**src/rtl/intpol2_d4_pkg.sv**
```systemverilog
// Shared types and width helpers for the intpol2 D4 stage.
// The state encoding and the sample bus width are defined here.
package intpol2_d4_pkg;

   typedef enum logic {
      IDLE = 1'b0,
      RUN  = 1'b1
   } state_e;

   localparam int DEF_DATAPATH_WIDTH = 32;
   localparam int DEF_N_BITS         = 2;

   function automatic int calc_w(input int dw, input int nb);
      return dw + nb;
   endfunction

   localparam int DEF_W = calc_w(DEF_DATAPATH_WIDTH, DEF_N_BITS);

endpackage

```
**src/rtl/intpol2_d4_add_sync.sv**
```systemverilog
// Registered signed accumulator with a load mux; load wins over add.
// The sum wraps modulo 2^W.
module intpol2_d4_add_sync #(
   parameter int W = 34
) (
   input  logic                clk,
   input  logic                rst,
   input  logic                ld,
   input  logic                add,
   input  logic signed [W-1:0] ld_val,
   input  logic signed [W-1:0] inc,
   output logic signed [W-1:0] q
);

   always_ff @(posedge clk or posedge rst) begin
      if (rst) begin
         q <= '0;
      end else if (ld) begin
         q <= ld_val;
      end else if (add) begin
         q <= q + inc;
      end
   end

endmodule

```
**src/rtl/intpol2_d4_fwd_diff_gen.sv**
```systemverilog
// Forward-difference generator: 2^STEP_LOG2 samples per loaded set,
// y += d1 then d1 += d2, with valid/ready handshakes on both sides.
module intpol2_d4_fwd_diff_gen
   import intpol2_d4_pkg::*;
#(
   parameter  int DATAPATH_WIDTH = 32,
   parameter  int N_bits         = 2,
   parameter  int STEP_LOG2      = 2,
   localparam int W              = calc_w(DATAPATH_WIDTH, N_bits)
) (
   input  logic                clk,
   input  logic                rst,
   input  logic                en,
   input  logic                load_valid,
   output logic                load_ready,
   input  logic signed [W-1:0] y0,
   input  logic signed [W-1:0] d1,
   input  logic signed [W-1:0] d2,
   output logic                out_valid,
   input  logic                out_ready,
   output logic signed [W-1:0] y_out,
   output logic                out_last
);

   localparam int CW = (STEP_LOG2 < 1) ? 1 : STEP_LOG2;
   localparam logic [CW-1:0] CMAX = CW'((1 << STEP_LOG2) - 1);

   state_e              state_q;
   state_e              state_d;
   logic [CW-1:0]       cnt_q;
   logic signed [W-1:0] y_q;
   logic signed [W-1:0] acc1_q;
   logic signed [W-1:0] acc2_q;
   logic                run;
   logic                out_fire;
   logic                load_fire;
   logic                step;

   assign run        = (state_q == RUN);
   assign out_valid  = en & run;
   assign out_last   = run & (cnt_q == CMAX);
   assign load_ready = en & (~run | (out_last & out_ready));
   assign out_fire   = out_valid & out_ready;
   assign load_fire  = load_valid & load_ready;
   assign step       = out_fire & ~out_last;
   assign y_out      = y_q;

   // a load coinciding with the last sample keeps RUN for zero-bubble sets
   always_comb begin
      state_d = state_q;
      unique case (state_q)
         IDLE: if (load_fire) state_d = RUN;
         RUN: begin
            if (out_fire & out_last & ~load_fire) state_d = IDLE;
         end
         default: state_d = IDLE;
      endcase
   end

   always_ff @(posedge clk or posedge rst) begin
      if (rst) begin
         state_q <= IDLE;
         cnt_q   <= '0;
         acc2_q  <= '0;
      end else begin
         state_q <= state_d;
         if (load_fire) begin
            cnt_q  <= '0;
            acc2_q <= d2;
         end else if (step) begin
            cnt_q <= cnt_q + 1'b1;
         end
      end
   end

   intpol2_d4_add_sync #(.W(W)) u_y (
      .clk    (clk),
      .rst    (rst),
      .ld     (load_fire),
      .add    (step),
      .ld_val (y0),
      .inc    (acc1_q),
      .q      (y_q)
   );

   intpol2_d4_add_sync #(.W(W)) u_acc1 (
      .clk    (clk),
      .rst    (rst),
      .ld     (load_fire),
      .add    (step),
      .ld_val (d1),
      .inc    (acc2_q),
      .q      (acc1_q)
   );

endmodule

```
**config.mk**
```make
export PLATFORM = sky130hd
export DESIGN_NAME = intpol2_d4_fwd_diff_gen
export DESIGN_NICKNAME = d
export VERILOG_FILES = /design/src/rtl/intpol2_d4_pkg.sv /design/src/rtl/intpol2_d4_add_sync.sv /design/src/rtl/intpol2_d4_fwd_diff_gen.sv
export SDC_FILE = /design/constraint.sdc
export NUM_CORES = 1
export LEC_CHECK = 0
export ABC_AREA = 1
export CORE_ASPECT_RATIO = 0.7
export CORE_MARGIN = 2
export CORE_UTILIZATION = 45
export DETAILED_ROUTE_END_ITERATION = 7
export MAX_ROUTING_LAYER = met4
export PLACE_DENSITY = 0.69
export SETUP_SLACK_MARGIN = 0.05
export SYNTH_ARGS = -nofsm -noshare
export SYNTH_HDL_FRONTEND = slang
export SYNTH_SLANG_ARGS = --single-unit
```
**constraint.sdc**
```tcl
create_clock -name clk -period 9.1 [get_ports clk]
set_clock_uncertainty 0.15 [all_clocks]
set_input_delay 2.275 -clock clk [delete_from_list [all_inputs] [get_ports clk]]
set_output_delay 2.275 -clock clk [all_outputs]
set_load 0.005 [all_outputs]
```
==> results by group, run 1 <==
Critical path
  • Crit end category: output pin
  • R2R Path Start: cnt_q[0]$_DFFE_PP0P_
  • Slowest stage delay, CP: 0.52 ns
  • Crit path kind: primary input to output pin
  • Worst Path Arrival: 3.56 ns
  • Crit Path Max Fanout: 2
  • Worst Reg-to-Reg Cells: 6
  • WP buf/inv: 4
  • WP data required: 6.68 ns
  • Crit path from: out_ready
  • Delay-heaviest family, CP: buffers and inverters
  • Worst path most repeated cell: clkdlybuf4s50_1
  • WP depth: 6
  • Startpoint types: primary input
  • Slowest cell on the critical path: clkdlybuf4s50_1
  • Crit-path cells: clkdlybuf4s50_1 > a21oi_2 > inv_1 > nand2_1 > inv_2 > clkdlybuf4s50_1

Power
  • VDD IR max: 0.152 mV
  • Pwr Total: 4.88 mW
  • Sw Pwr: 2.69 mW
  • Clock network power share: 8.0%
  • Comb pwr share: 72.0%
  • Pwr Density: 439 nW/µm²
  • Share of power burned in registers: 20.0%
  • Leak Pwr: 6.06 nW
  • P_int: 2.20 mW
  • Switching part of the total: 55.0%

Routing
  • DR DRC count: 0
  • First DRT Iteration DRCs: 705
  • Vias per inst: 5.03
  • Iteration count of the initial detailed-routing pass: 5
  • Final wirelength: 28.5 mm
  • WL per Instance: 15.4 µm
  • Vias post-DR: 9312
  • Antenna Nets Post-Route: 0

Global route
  • Met1 Use GR: 41.3%
  • Antenna violations before repair: 0
  • Number of global-route vias before repair: 8547
  • Met2 Usage GRT: 40.5%
  • First-pass GRT wire length: 45.2 mm
  • Largest net degree at the start of global routing: 81
  • Met3 GRT Util: 4.18%
  • GRT Total Usage: 27.7%
  • Gr ovfl total: 0
  • GRT busiest layer: met1

Floorplanning
  • Chip Height: 124 µm
  • Initial core utilization: 46.2%
  • Core box area: 20000 µm²
  • Die ar.: 21700 µm²
  • Io pins: 144
  • Std cell rows: 43
  • Die width: 175 µm

Logic synthesis
  • Syn nets: 1625
  • Distinct cells, synth: 42
  • Syn_area_per_cell: 6.37 µm²
  • Top cell type's share of synthesized area: 28.5%
  • Top_reg_cell synth: dfrtp_1
  • Synth async-reset ratio: 100%
  • Most common cell in the netlist: nand2_1
  • Register bit count reported by yosys: 105
  • Top post-synthesis cells by area: dfrtp_1 (28%), nand2_1 (22%), ha_1 (9.1%)
  • Post-synth top cells: nand2_1 (547), inv_1 (217), dfrtp_1 (105)
  • Sequential share of the synthesized area: 28.5%
  • Synth Warn #: 0
  • Post-synth EDFFs: 0
  • Mapped Cells: 1449
  • Synthesized cell area: 9230 µm²
  • Cell taking the most area after synthesis: dfrtp_1

Clocking
  • Clock slew at reported path FFs: 0.08 ns
  • Post-CTS Setup Bufs: 0
  • Cts hold-fix bufs: 0
  • Worst skew pair latency: 0.37 ns
  • CTS tree: yes
  • Sink Count: 105
  • H-tree levels: 3
  • Clock buffer depth: 2
  • Root buf cell: clkbuf_16
  • Num CTS Buffers: 9
  • CTS resizes: 0

Timing
  • Crit path time final: 5.98 ns
  • RSZ-0062 raised after global routing: no
  • Final setup viols: 0
  • Slew @ Worst Pin: 0.988 ns
  • Total negative slack: 0 ns
  • Final Max Slew Viols: 0
  • Max_slew headroom: 34.1%
  • Fin. Hold Viols: 0
  • Fin crit share: 65.8%
  • Fmax: 0.167 GHz

Finish
  • # fillers: 2012
  • Layout cells sized above 1: 5.88%
  • Synthesis-to-layout area growth: 20.5%
  • Storage element area: 2630 µm²
  • Final #Nets: 1753
  • Area occupied by multi-input gates: 5570 µm²
  • # diodes: 0

Run status
  • Status: finished, final reports clean

Min path
  • Hold path cells: 2
  • Min-delay worst type: register to register
  • Min-delay src: acc2_q[4]$_DFFE_PP0P_

Place
  • GPL Wtd Cong: 0.932
  • Post-DP HPWL: 22.5 mm
  • # port buffers: 143

Flow run
  • Total of max-cap violations: 0
-- placed cells by master (no fill, tap or decap), types with 5 or more instances in the layout --
| cell | count |
|---|---|
| o22ai_1 | 23 |
| o221ai_1 | 8 |
| clkbuf_16 | 9 |
| nand2_2 | 32 |
| inv_1 | 215 |
| nand2_1 | 547 |
| nor2_2 | 8 |
| o211ai_1 | 5 |
| ha_1 | 67 |
| clkdlybuf4s50_1 | 143 |
| o21ai_1 | 9 |
| nand4_1 | 5 |
| nand3_2 | 7 |
| xnor2_1 | 7 |
| nand3_1 | 87 |
| xor2_1 | 13 |
| nor2_1 | 95 |
| inv_2 | 7 |
| o21bai_1 | 14 |
| dfrtp_1 | 105 |
| a21oi_1 | 74 |
| o21ai_0 | 50 |
-- worst min-delay path, cell delays in order (launching register included) --
cell     delay [ns]
dfrtp_1        0.35
nand2_1        0.05
nand2_1        0.05
-- power groups by stage --
| stage | clock network [mW] | registers, mW | logic [mW] |
|---|---|---|---|
| 2_1_floorplan | 0 | 0.851 | 2.60 |
| 3_3_place_gp | 0 | 0.969 | 3.41 |
| 3_5_place_dp | 0 | 0.973 | 3.47 |
| 4_1_cts | 0.396 | 0.964 | 3.48 |
| 5_1_grt | 0.416 | 0.999 | 3.98 |
| 6_report | 0.392 | 0.975 | 3.52 |
-- per-layer routing --
metal / routed length, µm / vias up / part of all wire [%]
li1: - / 4857 / -
met1: 14900 / 4159 / 52
met2: 11500 / 276 / 40
met3: 1870 / 20 / 6.5
met4: 239 / 0 / 0.84
met5: 0 / - / 0
-- worst paths after layout --
path / endpoint / slack, ns
min in group asynchronous: acc2_q[7]$_DFFE_PP0P_ / 2.15
worst max register to register: cnt_q[1]$_DFFE_PP0P_ / 5.68
worst min-delay path: acc2_q[4]$_DFFE_PP0P_ / 0.34
max in group asynchronous: u_y.q[28]$_DFFE_PP0P_ / 5.40
worst max-delay path: load_ready / 3.12
worst min register to register: acc2_q[4]$_DFFE_PP0P_ / 0.34
-- registers in the layout, indices dropped and copies added, names as in the netlist --
| signal | cells |
|---|---|
| cnt_q | 2 |
| acc2_q | 34 |
| run | 1 |
| u_y.q | 34 |
| u_acc1.q | 34 |
-- kinds of logic (layout without fill, tap and decap cells) --
group	after synthesis	count (layout)	synth area share (%)
adders and majority gates	69	69	9.52
AOI/OAI and AO/OA	199	199	12.4
DFF	105	105	28.5
and+or+nand+nor	803	803	36.5
xor gates and xnor gates	20	20	1.90
buffers and inverters	253	386	11.1
-- final cells by class --
cell class              count  area share, %
clock buffers               9           2.03
clock inverters             7          0.495
inverters                 223           7.55
multi-input cells        1091           50.1
flip-flops and latches    105           23.6
well taps                 270           3.04
repair buffers            147           13.1
-- through the flow --
step	std cells	util (%)	hold slack (ns)	cell area [µm²]	worst slack, ns
finish	1852	55.7	0.335	11100	3.12
floorplan	1449	-	0.300	9230	3.91
global route	1852	55.7	0.354	11100	3.08
global placement	1836	54.3	0.315	10800	3.15
CTS	1852	55.7	0.335	11100	3.13
detailed placement	1836	54.3	0.323	10800	3.13
(Power assumes the default switching activity.)
==> run 2: changes to the inputs <==
==> constraint.sdc (replaced) <==
create_clock -name clk -period 6 [get_ports clk]
set_clock_uncertainty 0.15 [all_clocks]
set_input_delay 1.5 -clock clk [delete_from_list [all_inputs] [get_ports clk]]
set_output_delay 1.5 -clock clk [all_outputs]
set_load 0.005 [all_outputs]
==> run 2 against run 1 <==
Effect of this change: highest routed layer unchanged; clock power grew 62%; core utilization up 0.14 points; critical path depth unchanged; sequential share of layout area fell by 0.058 points; sequential power increased by 52%; hold slack worse by 0.00055 ns; worst setup slack got worse by 1.6 ns; global-route usage is 0.33 points lower; flip-flop and latch count stayed put.
==> results by group, run 2 (synthesis gave the netlist of run 1 again) <==
Routing
  • WL per Instance: 15.2 µm
  • Antenna Nets Post-Route: 0
  • Final wirelength: 28.1 mm
  • Vias post-DR: 9316
  • Iteration count of the initial detailed-routing pass: 5
  • Vias per inst: 5.03
  • DR DRC count: 0
  • First DRT Iteration DRCs: 688

Clocking
  • CTS tree: yes
  • Clock buffer depth: 2
  • Root buf cell: clkbuf_16
  • Clock slew at reported path FFs: 0.07 ns
  • Cts hold-fix bufs: 0
  • Worst skew pair latency: 0.36 ns
  • CTS resizes: 0
  • Sink Count: 105
  • Post-CTS Setup Bufs: 0
  • Num CTS Buffers: 9
  • H-tree levels: 3

Floorplanning
  • Core box area: 20000 µm²
  • Std cell rows: 43
  • Initial core utilization: 46.2%
  • Die ar.: 21700 µm²
  • Chip Height: 124 µm
  • Io pins: 144
  • Die width: 175 µm

Timing
  • Total negative slack: 0 ns
  • Fmax: 0.225 GHz
  • RSZ-0062 raised after global routing: no
  • Crit path time final: 4.44 ns
  • Fin crit share: 74.0%
  • Final setup viols: 0
  • Final Max Slew Viols: 0
  • Max_slew headroom: 20.7%
  • Fin. Hold Viols: 0
  • Slew @ Worst Pin: 1.19 ns

Place
  • Placed Area: 10800 µm²
  • GPL Wtd Cong: 0.935
  • Post-DP HPWL: 22.2 mm
  • # port buffers: 143

Power
  • Pwr Total: 7.42 mW
  • Leak Pwr: 6.07 nW
  • VDD IR max: 0.225 mV
  • Pwr Density: 665 nW/µm²

Global route
  • First-pass GRT wire length: 44.8 mm
  • GRT Total Usage: 27.4%
  • Antenna violations before repair: 0
  • Largest net degree at the start of global routing: 73
  • Number of global-route vias before repair: 8507
  • Gr ovfl total: 0

Run status
  • Status: finished, final reports clean

Min path
  • Min-delay src: cnt_q[0]$_DFFE_PP0P_
  • Min-delay worst type: register to register

Finish
  • Commonest cells after routing, fill and taps aside: nand2_1 (547), inv_1 (215), clkdlybuf4s50_1 (143)
  • Layout cells sized above 1: 5.82%
  • # fillers: 1966
  • Synthesis-to-layout area growth: 20.8%
  • Biggest regs: acc2_q x34, u_acc1.q x34, u_y.q x34
  • # diodes: 0
  • Most common cell after layout, fill and taps aside: nand2_1
  • Final #Nets: 1753
  • Post-route cell area: 11100 µm²

Flow run
  • Total of max-cap violations: 0

Critical path
  • Crit Path Max Fanout: 2
  • Worst Path Arrival: 2.79 ns
  • R2R Path Start: cnt_q[0]$_DFFE_PP0P_
  • Crit path kind: primary input to output pin
  • WP data required: 4.35 ns
  • Crit end category: output pin
  • Crit path from: out_ready
  • Startpoint types: primary input
[run 2: changes by cell type in the layout (fill, tap and decap cells not counted), sizes merged]
| cell | previous run | this run |
|---|---|---|
| bufinv | 0 | 1 |
| clkinv | 4 | 2 |
| clkbuf | 9 | 12 |
| inv | 225 | 223 |
[run 2: worst max-delay path, cell delays in order]
cell and delay, ns:
clkdlybuf4s50_1 0.51, a21oi_2 0.06, inv_1 0.08, nand2_1 0.07, inv_2 0.07, clkdlybuf4s50_1 0.50
[run 2: worst paths after layout]
| kind | to | slack (ns) | cells past startpoint |
|---|---|---|---|
| worst max-delay path | load_ready | 1.56 | 6 |
| worst min-delay path | cnt_q[0]$_DFFE_PP0P_ | 0.33 | 1 |
| worst max register to register | u_acc1.q[26]$_DFFE_PP0P_ | 3.06 | 11 |
| worst min register to register | cnt_q[0]$_DFFE_PP0P_ | 0.33 | 1 |
| max in group asynchronous | u_acc1.q[25]$_DFFE_PP0P_ | 3.19 | 3 |
| min in group asynchronous | acc2_q[4]$_DFFE_PP0P_ | 1.53 | 2 |
[run 2: per-stage QoR]
stage                     util, %  std cells  setup WS (ns)  hold slack, ns
after floorplan                 -       1449           1.59           0.300
after global placement       54.3       1836           1.60           0.313
after detailed placement     54.3       1836           1.56           0.320
after CTS                    55.8       1852           1.56           0.332
after global routing         55.8       1852           1.50           0.352
final                        55.8       1852           1.56           0.335
[run 2: cell type report]
cell class / instances / area, µm² / area share, %
multi-input combinational: 1091 / 5570 / 50.0
sequential: 105 / 2630 / 23.6
timing repair buffer: 147 / 1460 / 13.1
inverter: 223 / 840 / 7.53
tap: 270 / 338 / 3.03
clock buffer: 12 / 256 / 2.30
clock inverter: 4 / 51.3 / 0.460
[run 2: per-layer routing]
| layer | GRT usage [%] | routed length [µm] | part of all wire (%) |
|---|---|---|---|
| met3 | 3.54 | 1660 | 5.9 |
| met1 | 41.0 | 14800 | 53 |
| met4 | 4.11 | 232 | 0.83 |
| met5 | - | 0 | 0 |
| met2 | 40.2 | 11400 | 41 |
[run 2: power breakdown]
part           switching (mW)  total, mW  leakage, nW  internal [mW]
logic                    3.31       5.30         4.66           1.99
clock network           0.288      0.635        0.149          0.347
registers               0.423       1.48         1.26           1.06
total                    4.02       7.42         6.07           3.40
==> run 3: changes to the inputs <==
==> constraint.sdc (replaced) <==
create_clock -name clk -period 4.19 [get_ports clk]
set_clock_uncertainty 0.15 [all_clocks]
set_input_delay 1.0475 -clock clk [delete_from_list [all_inputs] [get_ports clk]]
set_output_delay 1.0475 -clock clk [all_outputs]
set_load 0.005 [all_outputs]
==> run 3 against run 2 <==
Effect of this change: final area up 0.63%; critical path depth unchanged; via count up 1.6%; power grew 45%; critical path type unchanged; global-route usage up 0.59 points.
==> results by group, run 3 (synthesis gave the netlist of run 1 again) <==
Clocking
  • Post-CTS Setup Bufs: 0
  • Worst skew pair latency: 0.38 ns
  • CTS tree: yes
  • Sink Count: 105
  • Clock buffer depth: 2
  • H-tree levels: 3
  • CTS resizes: 0
  • Cts hold-fix bufs: 0
  • Clock slew at reported path FFs: 0.07 ns
  • Root buf cell: clkbuf_16
  • Num CTS Buffers: 9

Timing
  • RSZ-0062 raised after global routing: no
  • Fin. Hold Viols: 0
  • Total negative slack: 0 ns
  • Crit path time final: 3.51 ns
  • Final Max Slew Viols: 0
  • Setup WS post-layout: 0.675 ns
  • Slew @ Worst Pin: 0.709 ns
  • Fmax: 0.285 GHz
  • Fin crit share: 83.9%
  • Max_slew headroom: 52.7%
  • Final setup viols: 0

Power
  • Share of power burned in registers: 19.7%
  • Pwr Total: 10.8 mW
  • Sw Pwr: 5.86 mW
  • Switching part of the total: 54.5%
  • Pwr Density: 959 nW/µm²
  • VDD IR max: 0.320 mV
  • Clock network power share: 8.8%
  • Leak Pwr: 6.11 nW
  • P_int: 4.90 mW
  • Comb pwr share: 71.5%

Finish
  • Biggest regs: acc2_q x34, u_acc1.q x34, u_y.q x34
  • Final #Nets: 1757
  • Post-route cell area: 11200 µm²
  • Synthesis-to-layout area growth: 21.6%
  • Layout cells sized above 1: 6.12%
  • Commonest cells after routing, fill and taps aside: nand2_1 (547), inv_1 (215), clkdlybuf4s50_1 (143)
  • Final core utilization: 56.2%
  • Most common cell after layout, fill and taps aside: nand2_1
  • # fillers: 1985
  • # diodes: 0

Floorplanning
  • Initial core utilization: 46.2%
  • Die width: 175 µm
  • Chip Height: 124 µm
  • Io pins: 144
  • Core box area: 20000 µm²
  • Die ar.: 21700 µm²
  • Std cell rows: 43

Routing
  • DR DRC count: 0
  • WL per Instance: 15.5 µm
  • Vias post-DR: 9461
  • Antenna Nets Post-Route: 0
  • Iteration count of the initial detailed-routing pass: 6
  • Vias per inst: 5.10
  • Final wirelength: 28.7 mm
  • First DRT Iteration DRCs: 780

Flow run
  • Total of max-cap violations: 0

Global route
  • Gr ovfl total: 0
  • Met2 Usage GRT: 40.0%
  • Antenna violations before repair: 0
  • Largest net degree at the start of global routing: 64
  • Number of global-route vias before repair: 8428
  • Met3 GRT Util: 3.72%
  • Met1 Use GR: 42.3%
  • First-pass GRT wire length: 45.4 mm
  • GRT Total Usage: 28.0%
  • GRT busiest layer: met1

Place
  • Placed Area: 10900 µm²
  • GPL Wtd Cong: 0.967
  • Post-DP HPWL: 23.4 mm
  • Placement Setup Slack: 0.668 ns
  • # port buffers: 143

Run status
  • Status: finished, final reports clean

Critical path
  • Crit Path Max Fanout: 2
  • Startpoint types: primary input
  • Crit end category: output pin
  • WP data required: 2.99 ns
  • Crit path kind: primary input to output pin
  • Worst Path Arrival: 2.32 ns

Min path
  • Min-delay worst type: register to register
run 3: power by group through the flow:
| stage | Sequential, mW | Clock [mW] | Combinational, mW |
|---|---|---|---|
| floorplan | 1.85 | 0 | 5.65 |
| global placement | 2.11 | 0 | 7.52 |
| detailed placement | 2.11 | 0 | 7.59 |
| CTS | 2.09 | 0.954 | 7.62 |
| global route | 2.17 | 0.993 | 8.74 |
| finish | 2.12 | 0.943 | 7.69 |
run 3: through the flow:
stage | std cells | hold slack (ns)
6_report | 1856 | 0.333
5_1_grt | 1856 | 0.348
4_1_cts | 1856 | 0.336
3_5_place_dp | 1840 | 0.322
3_3_place_gp | 1840 | 0.320
2_1_floorplan | 1449 | 0.300
run 3: worst paths after layout:
path	from	end	slack (ns)	depth (start not counted)
setup / recovery	out_ready	load_ready	0.68	6
hold / removal	cnt_q[0]$_DFFE_PP0P_	cnt_q[0]$_DFFE_PP0P_	0.33	1
setup reg to reg	cnt_q[0]$_DFFE_PP0P_	u_acc1.q[0]$_DFFE_PP0P_	1.67	10
hold reg to reg	cnt_q[0]$_DFFE_PP0P_	cnt_q[0]$_DFFE_PP0P_	0.33	1
max in group asynchronous	rst	u_y.q[28]$_DFFE_PP0P_	2.21	3
min in group asynchronous	rst	acc2_q[6]$_DFFE_PP0P_	0.93	2
run 3: layout make-up:
class	count	area (µm²)	area share (%)
flip-flops and latches	105	2630	23.4
clock inverters	4	56.3	0.502
multi-input cells	1091	5570	49.7
clock buffers	12	267	2.38
well taps	270	338	3.01
repair buffers	151	1520	13.5
inverters	223	840	7.48
run 3: layer usage:
layer  part of all wire [%]  wire [µm]
met5                      0          0
met2                     41      11700
met4                   0.96        275
met1                     51      14700
met3                    7.2       2070
run 3: worst max-delay path, stage by stage:
cell and delay (ns):
clkdlybuf4s50_1 0.51, a21oi_2 0.06, inv_1 0.06, nand2_1 0.06, inv_2 0.07, clkdlybuf4s50_1 0.50
